$ cat src/rtl/multi_switch_toggle.sv
// Per-channel switch front end: two-flop synchroniser, debounce, edge-selected
// LED toggle and long-press detection that forces the channel LED off.
module multi_switch_toggle #(
  parameter int NUM_CH           = 4,
  parameter int DEBOUNCE_LIMIT   = 250000,
  parameter int EDGE_MODE        = 0,
  parameter int LONG_PRESS_LIMIT = 25000000
) (
  input  logic              i_Clk,
  input  logic              i_Rst_L,
  input  logic [NUM_CH-1:0] i_Switch,
  output logic [NUM_CH-1:0] o_Switch,
  output logic [NUM_CH-1:0] o_Edge,
  output logic [NUM_CH-1:0] o_Long_Press,
  output logic [NUM_CH-1:0] o_LED
);

  localparam int              DB_W     = $clog2(DEBOUNCE_LIMIT);
  localparam logic [DB_W-1:0] DB_MAX   = DB_W'(DEBOUNCE_LIMIT - 1);
  localparam bit              LP_EN    = (LONG_PRESS_LIMIT > 0);
  localparam int              HOLD_W   = (LONG_PRESS_LIMIT > 2) ? $clog2(LONG_PRESS_LIMIT) : 1;
  localparam logic [HOLD_W-1:0] HOLD_MAX = LP_EN ? HOLD_W'(LONG_PRESS_LIMIT - 1) : '0;

  if (EDGE_MODE < 0 || EDGE_MODE > 2) begin : g_bad_edge_mode
    $error("multi_switch_toggle: EDGE_MODE must be 0, 1 or 2");
  end

  // Hold counter sticks at its ceiling so a long hold never wraps into a second pulse.
  function automatic logic [HOLD_W-1:0] hold_sat_inc(input logic [HOLD_W-1:0] v);
    return (v == HOLD_MAX) ? v : v + 1'b1;
  endfunction

  function automatic logic edge_qualifies(input logic is_press, input logic is_rel);
    case (EDGE_MODE)
      0:       return is_rel;
      1:       return is_press;
      default: return is_press | is_rel;
    endcase
  endfunction

  for (genvar ch = 0; ch < NUM_CH; ch++) begin : g_ch
    logic            sw_meta_p0;
    logic            sw_sync_p1;
    logic            sw_db_p2;
    logic            sw_prev_p3;
    logic [DB_W-1:0] db_cnt;
    logic            edge_p3;
    logic            lp_p3;
    logic            led_p3;
    logic            is_press;
    logic            is_rel;
    logic            lp_hit;
    logic            supp;
    logic            toggle;

    // stage p0/p1: synchronise the asynchronous pin
    always_ff @(posedge i_Clk or negedge i_Rst_L) begin
      if (!i_Rst_L) begin
        sw_meta_p0 <= 1'b0;
        sw_sync_p1 <= 1'b0;
      end else begin
        sw_meta_p0 <= i_Switch[ch];
        sw_sync_p1 <= sw_meta_p0;
      end
    end

    // stage p2: debounced level
    always_ff @(posedge i_Clk or negedge i_Rst_L) begin
      if (!i_Rst_L) begin
        sw_db_p2 <= 1'b0;
        db_cnt   <= '0;
      end else if (sw_sync_p1 != sw_db_p2) begin
        if (db_cnt == DB_MAX) begin
          sw_db_p2 <= sw_sync_p1;
          db_cnt   <= '0;
        end else begin
          db_cnt <= db_cnt + 1'b1;
        end
      end else begin
        db_cnt <= '0;
      end
    end

    if (LP_EN) begin : g_lp
      logic [HOLD_W-1:0] hold_cnt;
      logic              supp_q;

      // Suppress flag masks the release that ends a long press.
      always_ff @(posedge i_Clk or negedge i_Rst_L) begin
        if (!i_Rst_L) begin
          hold_cnt <= '0;
          supp_q   <= 1'b0;
        end else if (!sw_db_p2) begin
          hold_cnt <= '0;
          supp_q   <= 1'b0;
        end else begin
          hold_cnt <= hold_sat_inc(hold_cnt);
          if (lp_hit) supp_q <= 1'b1;
        end
      end

      assign lp_hit = sw_db_p2 & (hold_cnt == HOLD_MAX) & ~supp_q;
      assign supp   = supp_q;
    end else begin : g_no_lp
      assign lp_hit = 1'b0;
      assign supp   = 1'b0;
    end

    assign is_press = sw_db_p2 & ~sw_prev_p3;
    assign is_rel   = ~sw_db_p2 & sw_prev_p3;
    assign toggle   = edge_qualifies(is_press, is_rel) & ~supp & ~lp_hit;

    // stage p3: registered pulses and LED state
    always_ff @(posedge i_Clk or negedge i_Rst_L) begin
      if (!i_Rst_L) begin
        sw_prev_p3 <= 1'b0;
        edge_p3    <= 1'b0;
        lp_p3      <= 1'b0;
        led_p3     <= 1'b0;
      end else begin
        sw_prev_p3 <= sw_db_p2;
        edge_p3    <= toggle;
        lp_p3      <= lp_hit;
        if (lp_hit)      led_p3 <= 1'b0;
        else if (toggle) led_p3 <= ~led_p3;
      end
    end

    assign o_Switch[ch]     = sw_db_p2;
    assign o_Edge[ch]       = edge_p3;
    assign o_Long_Press[ch] = lp_p3;
    assign o_LED[ch]        = led_p3;
  end

endmodule

$ cat config.mk
export PLATFORM = sky130hd
export DESIGN_NAME = multi_switch_toggle
export DESIGN_NICKNAME = d
export VERILOG_FILES = /design/src/rtl/multi_switch_toggle.sv
export SDC_FILE = /design/constraint.sdc
export NUM_CORES = 1
export LEC_CHECK = 0
export ABC_AREA = 1
export ABC_CLOCK_PERIOD_IN_PS = 2300
export CELL_PAD_IN_SITES_DETAIL_PLACEMENT = 0
export CELL_PAD_IN_SITES_GLOBAL_PLACEMENT = 1
export CORE_MARGIN = 1.5
export CORE_UTILIZATION = 45
export DETAILED_ROUTE_END_ITERATION = 10
export DONT_BUFFER_PORTS = 1
export PLACE_DENSITY = 0.84
export SYNTH_ARGS = -nofsm -noshare
export SYNTH_HDL_FRONTEND = slang
export SYNTH_SLANG_ARGS = --single-unit
$ cat constraint.sdc
create_clock -name i_Clk -period 2.3 [get_ports i_Clk]
set_input_delay 0.46 -clock i_Clk [delete_from_list [all_inputs] [get_ports i_Clk]]
set_output_delay 0.46 -clock i_Clk [all_outputs]
set_load 0.02 [all_outputs]
== Word-level counts from Yosys, hierarchy flattened ==
Cells that the tools add are included.
Operators by class
  reductions and logical operators: 8
  bitwise logic cells: 36
  eq/ne operators: 20
  add/sub/neg operators: 8
  mux-type cells: 32
Operators with widths (number)
  25-bit 2-to-1 mux: 8
  18-bit 2-to-1 mux: 8
  25-bit by 1-bit adder with 25-bit output (second input constant): 4
  25-bit equality test (second input constant): 4
  18-bit by 1-bit adder with 18-bit output (second input constant): 4
  18-bit equality test (second input constant): 4
  1-bit AND: 20
  1-bit 2-to-1 mux: 16
  1-bit NOT: 16
  2-bit by 1-bit != test with 1-bit output (second input constant): 4
  2-bit != test (second input constant): 4
  2-bit AND reduction: 4
  2-bit nonzero test: 4
  1-bit != test: 4
Word-level totals
  word-level logic and storage cells: 144
  register bits after elaboration: 204

== Depth between registers and ports, before layout ==
  word-level depth: 7
  depth in mapped cells: 9
  mapped depth without buffers: 9

== Worst setup path before layout ==
No wires, ideal clock.
  path type: reg2reg
  from: register g_ch[0].g_lp.hold_cnt[0]
  to: register g_ch[0].g_lp.hold_cnt[6]
  setup slack: 849 ps
  arrival: 1337 ps
  stages on the path, launching flop included: 9
  required time: 2187 ps
  path through: dfrtp_1 > ha_1 > inv_2 > nor2_8 > nand3_4 > nor2_4 > nand3_2 > nand2_1 > inv_1
Between the ends
  cells in the longest elaborated chain, start to end: 3
RTL lines
  start: declaration: RTL line 85  | logic [HOLD_W-1:0] hold_cnt;
  start signal: assignment: RTL line 97  | hold_cnt <= hold_sat_inc(hold_cnt);
  25-bit by 1-bit adder with 25-bit output: RTL line 30  | return (v == HOLD_MAX) ? v : v + 1'b1;
  25-bit 2-to-1 mux: RTL line 30
  25-bit 2-to-1 mux: RTL line 93  | end else if (!sw_db_p2) begin
Several ways; a longest one is shown, not always the timed one. The select of a mux whose other input is x is not followed.
A chain may end at the register's enable or synchronous reset.

== Worst setup path after layout ==
  from: register g_ch[0].sw_db_p2
  to: output o_Switch[0]
RTL lines
  start: declaration: RTL line 44  | logic sw_db_p2;
  start signal: assignment: RTL line 74  | sw_db_p2 <= sw_sync_p1;
  end: declaration: RTL line 12  | output logic [NUM_CH-1:0] o_Switch,
No word-level cell between the ends.

==> flow_metrics.tcl <==
set metrics [dict create \
    fmax_mhz 542 \
    synth_area_per_cell_sq_um 6.98 \
    clk_latency_ns 0.52 \
    yosysSeqAreaShare_pct 42.5 \
    yosys_register_bits 204 \
    drv_cap 0 \
    internal_power_mw 6.32 \
    drive_gt1_share_pct 8.06 \
    crit_slowest_cell "dfrtp_1" \
    vias 10300 \
    cts.repair.resized 0 \
    synthToLayoutAreaGrowth_pct 10.4 \
    holdWs_ns -0.360 \
    p_clk_share_pct 53.4 \
    final_nets 1746 \
    worst_setup_path_end_kind "output port" \
    cts_hold_buf 4 \
    min_period_ns 1.84 \
    clock_sinks 204 \
    yosysWarnings 0 \
    dieHeight_um 166 \
    skew_ns 0.0121 \
    port_buffers 0 \
    ff2ff_path_depth 8 \
    cts_tree "built" \
    netlist_instances 1721 \
    utilization_pct 50.7 \
    num_rows 59 \
    setup_tns_ns 0 \
    status "finished, violations left" \
    ant_nets 0 \
    peakVddDrop_v 0.000484 \
    path_clk_slew_ns 0.06 \
    dieArea_sq_um 27700 \
    worst_pin_slew_ns 0.461 \
    hp-class "in2async" \
    rr_startpoint "g_ch[0].g_lp.hold_cnt[0]$_DFFE_PN0P_" \
    setup_slack_ns 0.456 \
    cp_cell_sequence "buf_4" \
    fin_crit_sh_pct 80.2 \
    setup_viol 0 \
    grt_max_degree 205 \
    max_stage_delay_ns 0.57 \
    crit_required_ns 1.84 \
    rsz0062_at_grt "false" \
    critPathBufInv 1 \
    regToRegSetupSlack_ns 0.67 \
    grt_pass1_vias 9996 \
    relSlewSlack_pct 69.1 \
    preCtsSetupSlack_ns 0.671 \
    p_leak_nw 5.59 \
    antenna_cells 0 \
    grt_antenna_before_repair 0 \
    path_class "reg2out" \
    finalMaxSlewViolations 0 \
    crit_fanout 13 \
    r2r_end "g_ch[0].g_lp.hold_cnt[12]$_DFFE_PN0P_" \
    power.switching_mw 1.64 \
    die_w_um 166 \
    h-tree-depth 1 \
    synth_area_sq_um 12000 \
    grt_first_pass_wirelength_mm 47.7 \
    numCtsBuffers 24 \
    power-per-cell-area_nw_per_um2 600 \
    post-cts-setup-buffer-count 0 \
    grt-ovfl-total 0 \
    wirelength_mm 27.5 \
    failed_checks "hold timing" \
    synth_top_area_share_pct 42.5 \
    finalHoldViolations 204 \
    power.total_mw 7.96 \
    cp_top_family "flip-flops" \
    grt_usage_pct 20.5 \
    synth.area.top_cells "dfrtp_1 43%, nand2_1 15%, nor2_1 12%" \
    firstDrtPassIters 5 \
    yosysTopAreaCell "dfrtp_1" \
    drtIter0Drc 655 \
    wl_per_cell_um 13.2 \
    seqPwrFrac_pct 45.7 \
    worst_ep_arrival_time_ns 1.38 \
    p_sw_share_pct 20.6 \
    drc 0 \
    hpwl_mm 20.0 \
    io_pins 22 \
    cts.root.buffer_cell "clkbuf_16" \
    viasPerCell 4.93 \
    combPwrFrac_pct 0.9 \
    core_sq_um 26100 \
    ys_types 39 \
    clk_path_buf_depth 3 \
    initial_core_util_pct 46.0 \
    startpoint_type "flip-flop" \
    syn-num-nets 1735 \
    gp_congestion 0.882 \
]
==> synth_stat cells, drive strengths merged <==
| cell | count |
|---|---|
| nand4 | 25 |
| nand3b | 5 |
| o21bai | 1 |
| nand3 | 141 |
| inv | 205 |
| o21ai | 39 |
| clkinv | 3 |
| buf | 25 |
| ha | 8 |
| nor3 | 48 |
| dfrtp | 204 |
| a31oi | 1 |
| xor2 | 40 |
| o21a | 2 |
| a21oi | 32 |
| a211oi | 2 |
| nand2 | 481 |
| a21o | 2 |
| clkbuf | 4 |
| nor3b | 5 |
| nor2 | 421 |
| or2 | 12 |
| xnor2 | 15 |
==> final cells by class <==
class	instances	area, sq um
clock inverters	14	210
inverters	208	781
well taps	335	419
multi-input cells	1280	5950
clock buffers	30	684
flip-flops and latches	204	5100
fillers	2637	12900
repair buffers	14	115
==> cells in the final DEF, fill, tap and decap left out, types with 7 or more instances in the layout <==
cell type	count
a21oi_1	31
buf_4	10
clkbuf_16	25
dfrtp_1	204
ha_1	8
inv_1	198
inv_2	7
nand2_1	464
nand2_2	16
nand3_1	130
nand3_2	10
nand4_1	25
nor2_1	389
nor2_2	19
nor2_4	12
nor3_1	43
o21ai_0	31
o21ai_1	7
or2_2	12
xnor2_1	14
xor2_1	39
==> power by group through the flow <==
| stage | registers [mW] | logic, mW | clock network, mW |
|---|---|---|---|
| finish | 3.64 | 0.0727 | 4.25 |
| global route | 3.64 | 0.0838 | 4.50 |
| CTS | 3.64 | 0.0738 | 4.36 |
| floorplan | 3.70 | 0.0498 | 0 |
| detailed placement | 3.70 | 0.0660 | 0 |
| global placement | 3.70 | 0.0672 | 0 |
==> metal layers <==
metal	wire length, um	global-route usage [%]
met4	518	4.82
met1	13400	28.6
met2	12600	34.1
met5	0	0
met3	1060	2.50
==> registers in the layout, indices dropped and copies added (netlist names) <==
| name | cells |
|---|---|
| g_ch.sw_db_p2 | 4 |
| g_ch.sw_meta_p0 | 4 |
| g_ch.sw_sync_p1 | 4 |
| g_ch.g_lp.supp_q | 4 |
| g_ch.edge_p3 | 4 |
| g_ch.led_p3 | 4 |
| g_ch.db_cnt | 72 |
| g_ch.sw_prev_p3 | 4 |
| g_ch.g_lp.hold_cnt | 100 |
| g_ch.lp_p3 | 4 |
==> kinds of logic (layout without fill, tap and decap cells) <==
| group | count (synthesis) | after routing | synth area share (%) |
|---|---|---|---|
| flops | 204 | 204 | 42.5 |
| buf+inv | 237 | 266 | 7.98 |
| compound gates | 79 | 79 | 3.51 |
| simple gates | 1138 | 1138 | 41.0 |
| xor+xnor | 55 | 55 | 4.14 |
| fa+ha+maj | 8 | 8 | 0.834 |
==> worst max-delay path by stage <==
stage	start	endpoint	slack, ns	cells past startpoint
finish	g_ch[0].sw_db_p2$_DFFE_PN0P_	o_Switch[0]	0.46	1
global route	g_ch[0].sw_db_p2$_DFFE_PN0P_	o_Switch[0]	0.40	1
floorplan	g_ch[0].g_lp.hold_cnt[0]$_DFFE_PN0P_	g_ch[0].g_lp.hold_cnt[6]$_DFFE_PN0P_	0.85	8
detailed placement	g_ch[0].g_lp.hold_cnt[0]$_DFFE_PN0P_	g_ch[0].g_lp.hold_cnt[6]$_DFFE_PN0P_	0.67	8
CTS	g_ch[0].sw_db_p2$_DFFE_PN0P_	o_Switch[0]	0.42	1
global placement	g_ch[3].db_cnt[0]$_DFF_PN0_	g_ch[3].db_cnt[7]$_DFF_PN0_	0.71	8
==> metrics by stage <==
stage,area (sq um),std cells
after CTS,13300,2085
after detailed placement,12300,2037
after global routing,13300,2085
final,13300,2085
after floorplan,12000,1721
after global placement,12300,2037
Note: power is estimated with default switching activity, not from simulation.
